File: src/rtl/reveal_ctrl_pkg.sv
// Shared definitions for the minesweeper reveal controller: FSM encoding,
// cell_val field positions and the 8-neighbour offset table.
package reveal_ctrl_pkg;

    typedef enum logic [2:0] {
        ST_IDLE  = 3'd0,
        ST_POP   = 3'd1,
        ST_WAIT  = 3'd2,
        ST_EVAL  = 3'd3,
        ST_NEIGH = 3'd4,
        ST_END   = 3'd5
    } state_t;

    localparam int MINE_BIT  = 4;
    localparam int COUNT_MSB = 3;

    // Neighbour k=0..7 walks the 3x3 ring row by row, skipping the centre.
    function automatic logic signed [1:0] nb_dx(input logic [2:0] k);
        case (k)
            3'd0, 3'd3, 3'd5: return -2'sd1;
            3'd1, 3'd6:       return 2'sd0;
            default:          return 2'sd1;
        endcase
    endfunction

    function automatic logic signed [1:0] nb_dy(input logic [2:0] k);
        case (k)
            3'd0, 3'd1, 3'd2: return -2'sd1;
            3'd3, 3'd4:       return 2'sd0;
            default:          return 2'sd1;
        endcase
    endfunction

endpackage

File: src/rtl/reveal_fifo.sv
// Work queue of packed {y,x} cells awaiting evaluation; head is visible
// combinationally so a pop and its data arrive in the same cycle.
module reveal_fifo #(
    parameter int WIDTH = 8,
    parameter int DEPTH = 256
)(
    input  logic             i_clk,
    input  logic             i_rst_n,
    input  logic             i_push,
    input  logic [WIDTH-1:0] i_push_data,
    input  logic             i_pop,
    input  logic             i_flush,
    output logic [WIDTH-1:0] o_head,
    output logic             o_empty,
    output logic             o_full
);
    localparam int PW = (DEPTH > 1) ? $clog2(DEPTH) : 1;

    logic [WIDTH-1:0] r_mem [DEPTH];
    logic [PW-1:0]    r_wr_ptr;
    logic [PW-1:0]    r_rd_ptr;
    logic [PW:0]      r_count;
    logic             w_do_push;
    logic             w_do_pop;

    function automatic logic [PW-1:0] ptr_inc(input logic [PW-1:0] p);
        return (p == PW'(DEPTH - 1)) ? '0 : p + PW'(1);
    endfunction

    assign o_empty   = (r_count == '0);
    assign o_full    = (r_count == (PW+1)'(DEPTH));
    assign o_head    = r_mem[r_rd_ptr];
    assign w_do_push = i_push && !o_full;
    assign w_do_pop  = i_pop && !o_empty;

    always_ff @(posedge i_clk) begin
        if (w_do_push && !i_flush) begin
            r_mem[r_wr_ptr] <= i_push_data;
        end
    end

    always_ff @(posedge i_clk or negedge i_rst_n) begin
        if (!i_rst_n) begin
            r_wr_ptr <= '0;
            r_rd_ptr <= '0;
            r_count  <= '0;
        end else if (i_flush) begin
            r_wr_ptr <= '0;
            r_rd_ptr <= '0;
            r_count  <= '0;
        end else begin
            if (w_do_push) r_wr_ptr <= ptr_inc(r_wr_ptr);
            if (w_do_pop)  r_rd_ptr <= ptr_inc(r_rd_ptr);
            case ({w_do_push, w_do_pop})
                2'b10:   r_count <= r_count + (PW+1)'(1);
                2'b01:   r_count <= r_count - (PW+1)'(1);
                default: r_count <= r_count;
            endcase
        end
    end

endmodule

File: src/rtl/reveal_ctrl.sv
// Flood-fill reveal controller: owns the revealed bitmap, walks zero-count
// cells through a work FIFO, and flags loss/win.
module reveal_ctrl
    import reveal_ctrl_pkg::*;
#(
    parameter int X_SIZE       = 16,
    parameter int Y_SIZE       = 16,
    parameter int X_COORD_BITS = 4,
    parameter int Y_COORD_BITS = 4
)(
    input  logic                                 i_clk,
    input  logic                                 i_rst_n,
    input  logic                                 i_new_game,
    input  logic                                 i_reveal_req,
    input  logic [X_COORD_BITS-1:0]              i_sel_x,
    input  logic [Y_COORD_BITS-1:0]              i_sel_y,
    input  logic                                 i_is_init,
    input  logic [X_COORD_BITS+Y_COORD_BITS-1:0] i_num_mines,
    input  logic [4:0]                           i_cell_val,
    output logic [X_COORD_BITS-1:0]              o_x_coord,
    output logic [Y_COORD_BITS-1:0]              o_y_coord,
    input  logic [X_COORD_BITS-1:0]              i_disp_x,
    input  logic [Y_COORD_BITS-1:0]              i_disp_y,
    output logic                                 o_disp_revealed,
    output logic                                 o_busy,
    output logic [X_COORD_BITS+Y_COORD_BITS:0]   o_revealed_cnt,
    output logic                                 o_game_over,
    output logic                                 o_game_won
);
    localparam int CELLS = X_SIZE * Y_SIZE;
    localparam int AW    = X_COORD_BITS + Y_COORD_BITS;
    localparam int CW    = AW + 1;
    localparam int IW    = (CELLS > 1) ? $clog2(CELLS) : 1;

    state_t                  r_state;
    state_t                  w_state_next;
    logic [CELLS-1:0]        r_revealed;
    logic [X_COORD_BITS-1:0] r_cur_x;
    logic [Y_COORD_BITS-1:0] r_cur_y;
    logic [2:0]              r_k;
    logic [CW-1:0]           r_cnt;
    logic                    r_game_over;
    logic                    r_game_won;

    logic                    w_push;
    logic                    w_pop;
    logic                    w_flush;
    logic [AW-1:0]           w_push_data;
    logic [IW-1:0]           w_push_idx;
    logic [AW-1:0]           w_fifo_head;
    logic                    w_fifo_empty;
    logic                    w_fifo_full;
    logic                    w_accept;
    logic                    w_clear;
    logic                    w_is_mine;
    logic                    w_count_zero;
    logic                    w_nb_in;
    logic                    w_nb_push;
    logic [X_COORD_BITS-1:0] w_nb_x;
    logic [Y_COORD_BITS-1:0] w_nb_y;
    logic [CW-1:0]           w_win_target;

    function automatic logic [IW-1:0] cell_idx(input logic [X_COORD_BITS-1:0] x,
                                               input logic [Y_COORD_BITS-1:0] y);
        return IW'(int'(y) * X_SIZE + int'(x));
    endfunction

    // Signed arithmetic in int so edge cells never wrap to the far side.
    always_comb begin
        int nx;
        int ny;
        nx      = int'(r_cur_x) + int'(nb_dx(r_k));
        ny      = int'(r_cur_y) + int'(nb_dy(r_k));
        w_nb_in = (nx >= 0) && (nx < X_SIZE) && (ny >= 0) && (ny < Y_SIZE);
        w_nb_x  = X_COORD_BITS'(nx);
        w_nb_y  = Y_COORD_BITS'(ny);
    end

    assign w_nb_push    = (r_state == ST_NEIGH) && w_nb_in && !r_revealed[cell_idx(w_nb_x, w_nb_y)];
    assign w_clear      = (r_state == ST_IDLE) && i_new_game;
    assign w_accept     = (r_state == ST_IDLE) && i_reveal_req && !i_new_game && i_is_init &&
                          !r_game_over && !r_game_won && !r_revealed[cell_idx(i_sel_x, i_sel_y)];
    assign w_is_mine    = i_cell_val[MINE_BIT];
    assign w_count_zero = (i_cell_val[COUNT_MSB:0] == '0);
    assign w_win_target = CW'(CELLS) - CW'(i_num_mines);
    assign w_push_idx   = cell_idx(w_push_data[X_COORD_BITS-1:0], w_push_data[AW-1:X_COORD_BITS]);

    always_ff @(posedge i_clk or negedge i_rst_n) begin
        if (!i_rst_n) r_state <= ST_IDLE;
        else          r_state <= w_state_next;
    end

    always_comb begin
        w_state_next = r_state;
        case (r_state)
            ST_IDLE:  if (w_accept) w_state_next = ST_POP;
            ST_POP:   w_state_next = ST_WAIT;
            ST_WAIT:  w_state_next = ST_EVAL;
            ST_EVAL: begin
                if (w_is_mine)          w_state_next = ST_END;
                else if (!w_count_zero) w_state_next = w_fifo_empty ? ST_END : ST_POP;
                else                    w_state_next = ST_NEIGH;
            end
            // The last neighbour's own push must count toward "non-empty".
            ST_NEIGH: if (r_k == 3'd7) w_state_next = (w_fifo_empty && !w_push) ? ST_END : ST_POP;
            ST_END:   w_state_next = ST_IDLE;
            default:  w_state_next = ST_IDLE;
        endcase
    end

    always_comb begin
        w_push      = 1'b0;
        w_push_data = '0;
        w_pop       = 1'b0;
        w_flush     = w_clear;
        case (r_state)
            ST_IDLE: begin
                w_push      = w_accept;
                w_push_data = {i_sel_y, i_sel_x};
            end
            ST_POP:  w_pop = 1'b1;
            ST_EVAL: if (w_is_mine) w_flush = 1'b1;
            ST_NEIGH: begin
                w_push      = w_nb_push;
                w_push_data = {w_nb_y, w_nb_x};
            end
            default: ;
        endcase
    end

    always_ff @(posedge i_clk or negedge i_rst_n) begin
        if (!i_rst_n) begin
            r_revealed  <= '0;
            r_cnt       <= '0;
            r_cur_x     <= '0;
            r_cur_y     <= '0;
            r_k         <= '0;
            r_game_over <= 1'b0;
            r_game_won  <= 1'b0;
        end else begin
            if (w_clear) begin
                r_revealed  <= '0;
                r_cnt       <= '0;
                r_game_over <= 1'b0;
                r_game_won  <= 1'b0;
            end else if (w_push) begin
                r_revealed[w_push_idx] <= 1'b1;
                r_cnt                  <= r_cnt + CW'(1);
            end
            case (r_state)
                ST_POP:   {r_cur_y, r_cur_x} <= w_fifo_head;
                ST_EVAL: begin
                    r_k <= '0;
                    if (w_is_mine) r_game_over <= 1'b1;
                end
                ST_NEIGH: r_k <= r_k + 3'd1;
                ST_END:   if (!r_game_over && r_cnt == w_win_target) r_game_won <= 1'b1;
                default: ;
            endcase
        end
    end

    reveal_fifo #(
        .WIDTH (AW),
        .DEPTH (CELLS)
    ) u_fifo (
        .i_clk       (i_clk),
        .i_rst_n     (i_rst_n),
        .i_push      (w_push),
        .i_push_data (w_push_data),
        .i_pop       (w_pop),
        .i_flush     (w_flush),
        .o_head      (w_fifo_head),
        .o_empty     (w_fifo_empty),
        .o_full      (w_fifo_full)
    );

    assign o_x_coord       = r_cur_x;
    assign o_y_coord       = r_cur_y;
    assign o_disp_revealed = r_revealed[cell_idx(i_disp_x, i_disp_y)];
    assign o_busy          = (r_state != ST_IDLE);
    assign o_revealed_cnt  = r_cnt;
    assign o_game_over     = r_game_over;
    assign o_game_won      = r_game_won;

endmodule
File: config.mk
export PLATFORM = sky130hd
export DESIGN_NAME = reveal_ctrl
export DESIGN_NICKNAME = d
export VERILOG_FILES = /design/src/rtl/reveal_ctrl_pkg.sv /design/src/rtl/reveal_fifo.sv /design/src/rtl/reveal_ctrl.sv
export SDC_FILE = /design/constraint.sdc
export NUM_CORES = 2
export LEC_CHECK = 0
export CORE_ASPECT_RATIO = 0.5
export CORE_MARGIN = 1
export CORE_UTILIZATION = 40
export DETAILED_ROUTE_END_ITERATION = 16
export DONT_BUFFER_PORTS = 1
export PLACE_DENSITY_LB_ADDON = 0.12
export SKIP_CTS_REPAIR_TIMING = 1
export SYNTH_ARGS = -nofsm -noshare
export SYNTH_HDL_FRONTEND = slang
export SYNTH_SLANG_ARGS = --single-unit
File: constraint.sdc
create_clock -name i_clk -period 20.4 [get_ports i_clk]
set_clock_uncertainty 0.05 [all_clocks]
set_input_delay 4.08 -clock i_clk [delete_from_list [all_inputs] [get_ports i_clk]]
set_output_delay 4.08 -clock i_clk [all_outputs]
set_load 0.1 [all_outputs]
==> key figures <==
Run status
  – Outcome: finished clean

Clocking
  – Cts bufs inserted: 220
  – Root buffer cell: clkbuf_16
  – CTS Buffer Depth: 4
  – CTS tree: yes
  – Clk_lat worst skew: approximately 0.86 ns
  – Clock sink count: approximately 2400
  – Clk slew on worst S/H paths: approximately 0.06 ns
  – H-tree levels: 4

Setup path
  – FF-to-FF setup slack: ~12 ns
  – Critical Path Sink Type: primary output
  – CP peak stage delay: approximately 0.77 ns
  – Crit path max-delay cell type: mux4_2
  – Delay-heaviest family, CP: multiplexers
  – Worst path bufs/invs: 0
  – Cell mode on critical path: mux4_2
  – CP Cell Sequence: mux4_2 > mux4_2 > mux4_2 > mux4_2
  – Critical path class: input port to primary output
  – WP data arrival: 6.44 ns
  – CP Data Required Time: 16.27 ns
  – Max FO, Critical Path: 64
  – Crit path launch type: input port

Pwr
  – Maximum VDD drop: 0.256 mV
  – Power Dens Cells: between 100 and 150 nW/um^2
  – Leak Pwr: roughly 34 nW

Layout
  – Layout cell share with drive strength beyond 1: approximately 25%
  – Fin util: 44.6%
  – Sequential Area: around 69000 sq um
  – Nets: 5162
  – Commonest non-fill, non-tap cell in the layout: edfxtp_1
  – Syn-to-layout area delta: 10.4%
  – Commonest cells after routing, fill and taps aside: edfxtp_1 (2048), mux4_2 (838), nand2_1 (352), nor2_1 (304), dfrtp_1 (300)
  – Area occupied by multi-input gates: 27800 sq um
  – Filler cells: ~21000
  – # diodes: 0

Detailed routing
  – Drt total wl: roughly 260000 um
  – # DRC: 0
  – Starting DRC count in detailed routing: between 5000 and 6000
  – DR WL/cell: between 30 and 40 um
  – Routed via count: 50494
  – Pre-Repair DR Iteration Count: 6
  – Drt via density: around 5.9
  – Post-route ant nets: 0

Logic synthesis
  – Ranking of synthesized cells by area: edfxtp_1 (62%), mux4_2 (19%), dfrtp_1 (7.8%), o21ai_0 (1.5%), nand2_1 (1.4%)
  – Synthesis Warnings: 0
  – Yosys top cell area share: ~62%
  – Adder-cell share of the synthesized area: less than 1%
  – Largest family of logic cells by synthesized area: multiplexers
  – Post-synth ARST share: approximately 13%
  – Cell taking the most area after synthesis: edfxtp_1
  – Post-synthesis compound-gate area fraction: under 10%
  – Post-Synth XOR/XNOR Area: 0.249%
  – Simple logic cell fraction of the synthesized area: under 10%
  – Yosys cell types: 74
  – Mux share of post-synthesis cell area: about 20%
  – Synthesized Nets: 5201
  – Post-synthesis area per instance: about 19 sq um
  – Netlist Area Pre-Place: approximately 100000 sq um
  – #FFs+latches synth: around 2400
  – Top FF cell, synth: edfxtp_1
  – Sequential fraction of the synthesis area: 70.1%
  – Post-synth EDFFs: a little over 2000
  – Gate count after technology mapping: 5133

Timing
  – Fin. Hold Viols: 0
  – Fin crit share: roughly half
  – Slew Viols, Final: 0
  – WHS: between 0.4 and 0.5 ns
  – Worst-margin pin slew: 1.35 ns
  – Final setup vio count: 0
  – RSZ-0062 raised after global routing: false
  – Worst slew margin: about a tenth
  – F_max: approximately 95 MHz
  – Minimum clock period: around 11 ns
  – Setup TNS: 0 ns

GRT
  – First-pass GRT wire length: 378000 um
  – Met2 Resource Use GR: 32.8%
  – Pin count of the biggest net entering global routing: 307
  – M1 GR Usage: a little under a third
  – Vias in the first global route: 51417
  – Routing usage on met3: 3.59%
  – Gr usage total: between 20% and 30%
  – GRT busiest layer: met2
  – Initial antenna violation count: 12
  – Gr ovfl total: 0

Floorplanning
  – Initial Util: about 40%
  – IO Count: 55
  – Die ar.: between 200000 and 250000 sq um
  – Row Count: about 130
  – Die Y: ~350 um
  – Die X: 704 um
  – CORE AREA: 244000 sq um

Place
  – Routability congestion estimate: about 0.83
  – Detailed placement HPWL: approximately 160000 um
  – IO buf count: 0

Run
  – Max-cap viol count: 0

Hold path
  – HP Class: register to register
==> metrics by stage <==
stage / std cells / worst slack, ns / instance area (sq um) / power (W)
5_1_grt: 8519 / 9.83 / 109000 / 0.0148
3_3_place_gp: 8122 / 9.84 / 102000 / 0.0103
3_5_place_dp: 8122 / 9.84 / 102000 / 0.0104
2_1_floorplan: 5133 / 9.05 / 98600 / 0.00920
6_report: 8519 / 9.83 / 109000 / 0.0143
4_1_cts: 8519 / 9.84 / 109000 / 0.0145
==> path summary, 6_finish.rpt <==
check,end,startpoint,depth (start not counted)
max reg2reg,u_fifo.r_count[8],r_k[0],26
max in group asynchronous,u_fifo.r_rd_ptr[1],i_rst_n,0
min in group asynchronous,r_revealed[138],i_rst_n,0
min,r_revealed[210],r_revealed[210],2
min reg2reg,r_revealed[210],r_revealed[210],2
max,o_disp_revealed,i_disp_x[0],4
==> tightest hold or removal path, cell delays in order, from the launching register on <==
cell     delay [ns]
dfrtp_1        0.37
nand2_1        0.05
o21ai_0        0.07
==> sequential cells by signal (all words and copies together) (netlist names) <==
name	flops
o_y_coord	4
r_state	3
u_fifo.r_mem	2048
r_revealed	256
o_revealed_cnt	9
o_x_coord	4
o_game_over	1
r_k	3
u_fifo.r_rd_ptr	8
u_fifo.r_count	9
u_fifo.r_wr_ptr	8
o_game_won	1
==> report_power, final <==
group          internal (W)  switching (W)
clock               0.00229        0.00181
sequential          0.00599       0.000151
combinational       0.00136        0.00270
==> layer usage <==
metal / vias up / share of wire (%)
met3: 377 / 6.4
met2: 1726 / 47
met5: - / 0
met4: 0 / 2.4
li1: 20892 / -
met1: 27499 / 44
==> cell usage after synthesis, types with 6 or more instances <==
cell type / number
a211oi_1: 16
a21boi_0: 7
a21o_1: 9
a21oi_1: 50
a221oi_1: 12
a22oi_1: 19
a31oi_1: 11
and2_1: 9
and3_1: 14
buf_1: 47
buf_2: 64
buf_4: 20
buf_6: 15
clkbuf_1: 191
dfrtp_1: 306
edfxtp_1: 2048
ha_1: 31
inv_1: 34
mux2_2: 22
mux2i_1: 87
mux4_2: 838
nand2_1: 365
nand2b_1: 9
nand3_1: 64
nand3b_1: 8
nand4_1: 13
nand4_4: 16
nor2_1: 308
nor2_2: 20
nor2b_1: 16
nor3_1: 14
nor4_1: 6
o21ai_0: 296
o21ai_1: 15
o221ai_1: 9
o22ai_1: 11
o31ai_1: 6
or3_1: 7
xnor2_1: 17
xor2_1: 11
==> logic make-up (layout without fill, tap and decap cells) <==
logic type,Yosys count,count (layout)
mux,948,948
flops,2354,2354
xor+xnor,28,28
compound gates,511,511
simple gates,883,883
fa+ha+maj,34,34
buf+inv,375,511
==> final cells by class <==
| cell class | count | area share, % |
|---|---|---|
| Clock buffer | 277 | 5.40 |
| Clock inverter | 120 | 1.00 |
| Inverter | 35 | 0.176 |
| Multi-Input combinational cell | 2404 | 25.6 |
| Sequential cell | 2354 | 63.5 |
| Tap cell | 3250 | 3.73 |
| Timing Repair Buffer | 79 | 0.591 |
(Power assumes the default switching activity.)
